### src/rtl/constraint_counter_scheduler_pkg.sv
// Shared types for the constraint counter scheduler: bound modes and the
// per-requester configuration entry.
package constraint_counter_scheduler_pkg;

    localparam int unsigned CNT_W = 8;

    typedef enum logic [1:0] {
        MODE_ATMOST  = 2'd0,
        MODE_BETWEEN = 2'd1,
        MODE_ATLEAST = 2'd2
    } mode_e;

    typedef struct packed {
        logic [CNT_W-1:0] min;
        logic [CNT_W-1:0] max;
        mode_e            mode;
    } cfg_entry_t;

    localparam cfg_entry_t CFG_DEFAULT = '{min: '0, max: '0, mode: MODE_BETWEEN};

    // Encoding 3 is reserved and folds onto the between mode.
    function automatic mode_e decode_mode(input logic [1:0] raw);
        return (raw == 2'd3) ? MODE_BETWEEN : mode_e'(raw);
    endfunction

endpackage

### src/rtl/constraint_slot_counter.sv
// One shared bounded-repetition counter slot: clear, enabled increment,
// saturating at a caller-supplied limit.
module constraint_slot_counter #(
    parameter int unsigned K = 8
) (
    input  logic         clk_i,
    input  logic         rst_i,
    input  logic         en_i,
    input  logic         clr_i,
    input  logic         inc_i,
    input  logic [K-1:0] limit_i,
    output logic [K-1:0] count_o
);

    logic [K-1:0] count_q, count_d;

    // A lowered limit never pulls the count down; it only stops further counting.
    always_comb begin
        count_d = count_q;
        if (clr_i) begin
            count_d = '0;
        end else if (en_i && inc_i && (count_q < limit_i)) begin
            count_d = count_q + K'(1);
        end
    end

    always_ff @(negedge clk_i) begin
        if (rst_i) begin
            count_q <= '0;
        end else begin
            count_q <= count_d;
        end
    end

    assign count_o = count_q;

endmodule

### src/rtl/constraint_counter_scheduler.sv
// Shares P bounded-repetition counters among R constraint blocks: config
// table, round-robin slot allocation, strobe steering and bound flags.
module constraint_counter_scheduler
    import constraint_counter_scheduler_pkg::*;
#(
    parameter int unsigned R  = 8,
    parameter int unsigned P  = 4,
    parameter int unsigned K  = CNT_W,  // must equal CNT_W of the entry struct
    parameter int unsigned RW = $clog2(R),
    parameter int unsigned PW = $clog2(P)
) (
    input  logic          clk,
    input  logic          rst,
    input  logic          en,
    input  logic          cfg_we,
    input  logic [RW-1:0] cfg_idx,
    input  logic [K-1:0]  cfg_min,
    input  logic [K-1:0]  cfg_max,
    input  logic [1:0]    cfg_mode,
    input  logic [R-1:0]  req,
    input  logic [R-1:0]  inc,
    input  logic [R-1:0]  clr,
    output logic [R-1:0]  grant,
    output logic          full,
    output logic [R-1:0]  match,
    output logic [R-1:0]  overflow
);

    cfg_entry_t    cfg_q   [R];
    cfg_entry_t    cfg_d   [R];
    logic [R-1:0]  grant_q, grant_d;
    logic [P-1:0]  busy_q, busy_d;
    logic [RW-1:0] owner_q [P];
    logic [RW-1:0] owner_d [P];
    logic [PW-1:0] slot_q  [R];
    logic [PW-1:0] slot_d  [R];
    logic [RW-1:0] ptr_q, ptr_d;

    logic [P-1:0]  slot_clr, slot_inc;
    logic [K-1:0]  slot_limit [P];
    logic [K-1:0]  slot_count [P];

    logic          found, free_found;
    logic [RW-1:0] winner, idx;
    logic [PW-1:0] free_slot;

    always_comb begin
        cfg_d      = cfg_q;
        grant_d    = grant_q;
        busy_d     = busy_q;
        owner_d    = owner_q;
        slot_d     = slot_q;
        ptr_d      = ptr_q;
        slot_clr   = '0;
        found      = 1'b0;
        winner     = '0;
        idx        = '0;
        free_found = 1'b0;
        free_slot  = '0;

        if (cfg_we) begin
            cfg_d[cfg_idx].min  = cfg_min;
            cfg_d[cfg_idx].max  = (cfg_max == '1) ? {{(K-1){1'b1}}, 1'b0} : cfg_max;
            cfg_d[cfg_idx].mode = decode_mode(cfg_mode);
        end

        for (int unsigned r = 0; r < R; r++) begin
            if (clr[r] && grant_q[r]) begin
                grant_d[r]          = 1'b0;
                busy_d[slot_q[r]]   = 1'b0;
                slot_clr[slot_q[r]] = 1'b1;
            end
        end

        // Search uses registered occupancy, so a slot freed this edge waits one edge.
        for (int unsigned i = 0; i < R; i++) begin
            idx = RW'((32'(ptr_q) + i) % R);
            if (!found && req[idx] && !grant_q[idx] && !clr[idx]) begin
                found  = 1'b1;
                winner = idx;
            end
        end
        for (int unsigned p = 0; p < P; p++) begin
            if (!free_found && !busy_q[p]) begin
                free_found = 1'b1;
                free_slot  = PW'(p);
            end
        end

        if (en && found && free_found) begin
            grant_d[winner]    = 1'b1;
            busy_d[free_slot]  = 1'b1;
            owner_d[free_slot] = winner;
            slot_d[winner]     = free_slot;
            slot_clr[free_slot] = 1'b1;
            ptr_d = (32'(winner) == R - 1) ? '0 : winner + RW'(1);
        end
    end

    always_ff @(negedge clk) begin
        if (rst) begin
            cfg_q   <= '{default: CFG_DEFAULT};
            grant_q <= '0;
            busy_q  <= '0;
            owner_q <= '{default: '0};
            slot_q  <= '{default: '0};
            ptr_q   <= '0;
        end else begin
            cfg_q   <= cfg_d;
            grant_q <= grant_d;
            busy_q  <= busy_d;
            owner_q <= owner_d;
            slot_q  <= slot_d;
            ptr_q   <= ptr_d;
        end
    end

    always_comb begin
        for (int unsigned p = 0; p < P; p++) begin
            slot_inc[p]   = busy_q[p] && inc[owner_q[p]];
            slot_limit[p] = (cfg_q[owner_q[p]].mode == MODE_ATLEAST) ?
                            cfg_q[owner_q[p]].min : cfg_q[owner_q[p]].max + K'(1);
        end
    end

    for (genvar p = 0; p < P; p++) begin : g_slot
        constraint_slot_counter #(.K(K)) u_cnt (
            .clk_i   (clk),
            .rst_i   (rst),
            .en_i    (en),
            .clr_i   (slot_clr[p]),
            .inc_i   (slot_inc[p]),
            .limit_i (slot_limit[p]),
            .count_o (slot_count[p])
        );
    end

    always_comb begin
        match    = '0;
        overflow = '0;
        for (int unsigned r = 0; r < R; r++) begin
            if (grant_q[r]) begin
                unique case (cfg_q[r].mode)
                    MODE_ATMOST:  match[r] = slot_count[slot_q[r]] <= cfg_q[r].max;
                    MODE_BETWEEN: match[r] = (slot_count[slot_q[r]] >= cfg_q[r].min) &&
                                             (slot_count[slot_q[r]] <= cfg_q[r].max);
                    MODE_ATLEAST: match[r] = slot_count[slot_q[r]] >= cfg_q[r].min;
                    default:      match[r] = 1'b0;
                endcase
                overflow[r] = (cfg_q[r].mode != MODE_ATLEAST) &&
                              (slot_count[slot_q[r]] == cfg_q[r].max + K'(1));
            end
        end
    end

    assign grant = grant_q;
    assign full  = &busy_q;

endmodule

### config.mk
export PLATFORM = sky130hd
export DESIGN_NAME = constraint_counter_scheduler
export DESIGN_NICKNAME = d
export VERILOG_FILES = /design/src/rtl/constraint_counter_scheduler_pkg.sv /design/src/rtl/constraint_slot_counter.sv /design/src/rtl/constraint_counter_scheduler.sv
export SDC_FILE = /design/constraint.sdc
export NUM_CORES = 1
export LEC_CHECK = 0
export ABC_AREA = 0
export CELL_PAD_IN_SITES_DETAIL_PLACEMENT = 0
export CELL_PAD_IN_SITES_GLOBAL_PLACEMENT = 1
export CORE_MARGIN = 2
export CORE_UTILIZATION = 53
export DETAILED_ROUTE_END_ITERATION = 8
export PLACE_DENSITY_LB_ADDON = 0.1
export SYNTH_ARGS = -nofsm -noshare
export SYNTH_HDL_FRONTEND = slang
export SYNTH_SLANG_ARGS = --single-unit
### constraint.sdc
create_clock -name clk -period 12.2 [get_ports clk]
set_input_delay 1.22 -clock clk [delete_from_list [all_inputs] [get_ports clk]]
set_output_delay 1.22 -clock clk [all_outputs]
set_load 0.005 [all_outputs]
Yosys cells after proc, flatten, opt, wreduce, memory -nomap -nowiden

Index checks and enable logic that the tools add are counted.

Add/subtract/negate cells: 24
Bitwise logic cells: 41
Reductions and logical operators: 118
Equality and inequality tests: 39
Order comparisons: 70
Muxes and demuxes: 208

Operators by type and width:

| operator                                                                     | count |
|---|---|
| 144-bit bitwise mux                                                          | 3 |
| 18-bit binary-select mux with 3-bit select                                   | 4 |
| 8-bit two-way mux                                                            | 22 |
| 18-bit demux with 3-bit select                                               | 3 |
| 18-bit two-way mux                                                           | 9 |
| 8-bit by 1-bit adder with 8-bit output, second input constant                | 16 |
| 8-bit binary-select mux with 2-bit select                                    | 8 |
| 1-bit binary-select mux with 3-bit select                                    | 28 |
| 1-bit logical AND                                                            | 77 |
| 1-bit two-way mux                                                            | 75 |
| 4-bit two-way mux                                                            | 18 |
| 8-bit equality test                                                          | 8 |
| 8-bit >= comparator                                                          | 8 |
| 8-bit less-or-equal comparator                                               | 8 |
| 3-bit by 4-bit less-than comparator with 1-bit output, second input constant | 13 |
| 4-bit bitwise OR                                                             | 9 |
| 4-bit bitwise AND                                                            | 8 |
| 8-bit less-than comparator                                                   | 4 |
| 4-bit NOT                                                                    | 8 |
| 3-bit two-way mux                                                            | 10 |
| 1-bit zero test                                                              | 28 |
| 3-bit >= comparator, second input constant                                   | 9 |
| 2-bit by 3-bit less-than comparator with 1-bit output, second input constant | 9 |
| 2-bit NOT with 3-bit output                                                  | 9 |
| 27 further kinds                                                             | 106 |

Output and inout bits: 25
Logic and storage cells: 543
Flip-flop bits (word level): 219
Input port bits: 49

Logic depth before layout (Yosys ltp)

Gate-level depths: netlist of run 1.

Word-level depth: 47
Mapped depth: 20
Gate-level depth less buffers: 17

Hierarchy

From an unflattened synthesis of run 1, not the netlist that was laid out.

Cells, all modules: 2,452
Area total of the unflattened synthesis: 21,827.2 um2

Modules (own cells, without submodules):

| module                                        | area an instance (um2) | times used | sequential area each (um2) | cells an instance |
|---|---|---|---|---|
| constraint_counter_scheduler                  | 19,437.4               | 1          | 3,743.6                    | 2,174 |
| constraint_slot_counter (g_slot[0].u_cnt ...) | 609.3                  | 3          | 160.2                      | 69 |
| constraint_slot_counter (g_slot[3].u_cnt)     | 561.8                  | 1          | 160.2                      | 71 |

==> results summary, run 1 <==
By area, the combinational part of the netlist is dominated by multiplexers. The static leakage came out at between 8 and 9 nW. A synthesized cell averages between 8 and 9 um^2.

The power per unit of standard cell area came out at about 130 mW/mm^2. The clock net sink count came out at between 200 and 250. The multi-input combinational cells in the finished layout cover a total of roughly 0.016 mm^2.

The starting DRC count in detailed routing is about 2400. The number of max-cap violations came out at 0. The post-CTS resize count is 0. The maximum level of the CTS H-tree came out at 1. Across all register-to-register paths, the minimum setup slack is just over 7 ns. For hold timing, the worst endpoint is cfg_q[0].

The portion of netlist area occupied by mux cells came out at 0.281. The met1 routing resource usage after global routing is 0.509. At the end of routability-driven placement, the weighted congestion stood at 1.02. The netlist area before placement is between 0.02 and 0.025 mm^2. The critical path in this run is classified as flip-flop to output pin. The post-CTS setup buffer count came out at 0. The number of port buffers came out at 73. Before antenna repair, the detailed router went through 5 iterations.

The worst path required time came out at between 10 and 15 ns. Counting the buffers created by CTS gives 27. The final total negative setup slack came out at 0 ns. The worst clock skew came out at about 0.022 ns.

In this run the most critical hold path is launched from cfg_q[0]. The final route contains slightly above 20000 vias. The startpoint identified for the worst register-to-register timing path is owner_q[3]. The starting density of the core came out at 0.534. The leftover overflow at the end of global routing came out at 0. In the global route stage, met2 resource usage came out at 0.589. After synthesis the netlist holds a flip-flop and latch count of approximately 220. The number of nets in the synthesized netlist came out at 2666.

The gate count of the mapped netlist is 2442. The area of the core came out at slightly above 0.04 mm^2. The worst-case IR drop observed on VDD is 0.133 mV.

For this run, global-route usage on met3 was measured as 0.106. The global routing stage identified its most utilized layer as met2. The count of cells along the worst register-to-register path is 17. The proportion of synthesized flip-flops having asynchronous set or reset came out at 0.

Synthesis instantiated 76 different standard cells from the library. The count of cells along the worst hold path came out at 2. The largest fanout on the critical path is 12. The via count normalized by instance count came out at ~6.5. The number of global-route vias before repair is roughly 20000. The run finished with clean final reports. In the final layout, flip-flops and latches occupy approximately 0.0044 mm^2. The count of final hold-check violations came out at 0. The area of the die is approximately 0.043 mm^2. Clock tree synthesis selected as its root buffer the cell sky130_fd_sc_hd__clkbuf_16.

The initial antenna violation count came out at 2. Of the post-synthesis cell area, the dominant cell type holds 0.226. The top cell type by total area after synthesis is sky130_fd_sc_hd__mux4_2. The area added between synthesis and finish came out at 12.2%. The worst register-to-register path ends at g_slot[2].u_cnt.count_o[5].

For this run, the total global-route usage over all layers was measured as 0.395. The worst-margin pin slew came out at between 1 and 1.5 ns. The worst setup path is captured at an output pin. The xor and xnor area share after synthesis came out at 0.0537. The most instantiated flip-flop cell in the synthesis netlist is sky130_fd_sc_hd__dfxtp_1. Setup repair after global routing left no endpoint under its margin. The yosys synthesis warning count came out at 0. The routed wire length per instance is 26.5 um.

TritonCTS built the clock tree. The clock-pin slew of the registers on the worst-case setup and hold paths is 0.04 ns. The adder-cell share of the synthesized area came out at 0.101. The worst hold path belongs to the class flip-flop to flip-flop. In the post-synthesis netlist, the biggest area contributors are sky130_fd_sc_hd__mux4_2 (23%), sky130_fd_sc_hd__dfxtp_1 (20%), sky130_fd_sc_hd__ha_1 (10%), sky130_fd_sc_hd__nand2_1 (6.8%), sky130_fd_sc_hd__a21oi_1 (4.4%). The count of nets left with antenna violations once routing finished came out at 0.

The worst setup path is launched from a flip-flop. The cell with the most instances after synthesis is sky130_fd_sc_hd__nand2_1. The total half-perimeter wirelength after legalization and detailed placement is around 61000 um. After the last flow step, the layout net total stands at roughly 2800. The floorplan has 74 rows.

The critical path starts at slot_q[6]. The number of buffers inserted for hold repair after clock tree synthesis came out at 0. The signal arrival time at the worst endpoint came out at ~10 ns. The clock latency on the worst-skew pair is between 0.6 and 0.7 ns. The total length of routed wires came out at between 80000 and 90000 um. After filler insertion, the fill cell instance count of the layout stands at around 3600.

The post-synthesis compound-gate area fraction is 0.119. Yosys mapped a number of flops with a built-in enable equal to 0. The number of design rule violations left after detail routing came out at 0.

The post-layout total power is around 0.0032 W. The top-level port count came out at 74. The clock passes through at most 3 buffers. The vertical die dimension came out at about 210 um. The maximum number of pins on one net before global-route repair came out at between 100 and 150. The final-report max-slew violation count came out at 0. The wire length of the first global-routing pass came out at around 120000 um. The sequential-to-total area share from yosys stat came out at 0.202.

The remaining max-slew budget at the tightest pin came out at 0.179. The share of final-layout standard cells stronger than drive strength 1 came out at 0.140. The count of endpoints failing setup in the final report came out at 0.

Counting instances in the post-synthesis netlist gives the leading cell types as sky130_fd_sc_hd__nand2_1 (391), sky130_fd_sc_hd__dfxtp_1 (219), sky130_fd_sc_hd__mux4_2 (218). Of the total synthesized cell area, the portion taken by AND, OR, NAND and NOR gates is 0.186. Measured along the x axis, the die boundary spans between 200 and 250 um.
where the power goes:
group          total, W  leakage [nW]  switching (W)  internal [W]
logic           0.00120          5.63       0.000684      0.000513
clock network   0.00111          1.58       0.000552      0.000562
registers      0.000878          1.78       0.000112      0.000765
total           0.00319          8.99        0.00135       0.00184
cell families (layout without fill, tap and decap cells):
logic type      after synthesis  in the layout
buf+inv                     324            509
compound gates              413            413
other cells                   0              1
fa+ha+maj                   175            175
simple gates                847            847
xor+xnor                    133            133
mux                         331            331
flops                       219            219
worst max-delay path by stage:
stage          slack [ns]    endpoint
2_1_floorplan        1.86    match[3]
4_1_cts              0.51    match[4]
6_report             0.49    match[4]
5_1_grt              0.33    match[4]
3_5_place_dp         0.83  slot_q[14]
3_3_place_gp         0.86    ptr_q[2]
registers in the layout, summed over array words and instances, names as in the netlist:
| name | cells |
|---|---|
| ptr_q | 3 |
| cfg_q | 144 |
| grant | 8 |
| busy_q | 4 |
| g_slot.u_cnt.count_o | 32 |
| slot_q | 16 |
| owner_q | 12 |
stage by stage:
| stage | instances | setup slack (ns) | area [um^2] | hold slack, ns | utilization |
|---|---|---|---|---|---|
| global route | 3159 | 0.333 | 24300 | 0.533 | 0.599 |
| detailed placement | 2894 | 0.828 | 22700 | 0.490 | 0.558 |
| floorplan | 2442 | 1.86 | 21700 | 0.469 | - |
| CTS | 3159 | 0.510 | 24300 | 0.497 | 0.599 |
| finish | 3160 | 0.486 | 24300 | 0.493 | 0.599 |
| global placement | 2894 | 0.865 | 22700 | 0.485 | 0.558 |
per-layer routing:
metal | part of all wire | vias to the layer above
li1 | - | 9241
met1 | 0.38 | 9850
met2 | 0.43 | 1241
met3 | 0.11 | 262
met4 | 0.068 | 4
met5 | 0.0015 | -
placed cells by master, fill, tap and decap left out, types with 66 or more instances in the layout:
| cell | instances |
|---|---|
| sky130_fd_sc_hd__mux4_2 | 218 |
| sky130_fd_sc_hd__a21oi_1 | 192 |
| sky130_fd_sc_hd__mux2i_1 | 75 |
| sky130_fd_sc_hd__clkdlybuf4s50_1 | 72 |
| sky130_fd_sc_hd__inv_1 | 353 |
| sky130_fd_sc_hd__ha_1 | 175 |
| sky130_fd_sc_hd__nand3_1 | 66 |
| sky130_fd_sc_hd__dfxtp_1 | 211 |
| sky130_fd_sc_hd__nand2_1 | 391 |
| sky130_fd_sc_hd__nor2_1 | 134 |
| sky130_fd_sc_hd__xnor2_1 | 96 |
critical path: stages (launching register included):
cell                              delay, ns
sky130_fd_sc_hd__dfxtp_1               0.80
sky130_fd_sc_hd__mux4_2                0.60
sky130_fd_sc_hd__inv_1                 0.13
sky130_fd_sc_hd__ha_1                  0.25
sky130_fd_sc_hd__nand2b_1              0.14
sky130_fd_sc_hd__a21o_1                0.17
sky130_fd_sc_hd__a21o_1                0.17
sky130_fd_sc_hd__a21o_1                0.18
sky130_fd_sc_hd__a21o_1                0.18
sky130_fd_sc_hd__a21o_1                0.17
sky130_fd_sc_hd__a211oi_1              0.28
sky130_fd_sc_hd__o22a_1                0.20
sky130_fd_sc_hd__nor2_1                0.06
sky130_fd_sc_hd__clkdlybuf4s50_1       0.44
layout make-up:
cell class | instances | share of cell area
multi-input cells | 1899 | 0.661
flip-flops and latches | 219 | 0.181
repair buffers | 111 | 0.0418
clock inverters | 239 | 0.0414
clock buffers | 27 | 0.0278
well taps | 532 | 0.0273
inverters | 132 | 0.0204
diodes | 1 | 0.000103
No activity file was read; power rests on OpenSTA's default activity.
==> inputs of run 2 (changes only) <==
Settings changed: ABC_CLOCK_PERIOD_IN_PS set to 12200.
==> results of run 2 <==
Same layout as run 1: the final DEF is identical, and so are final timing and power.
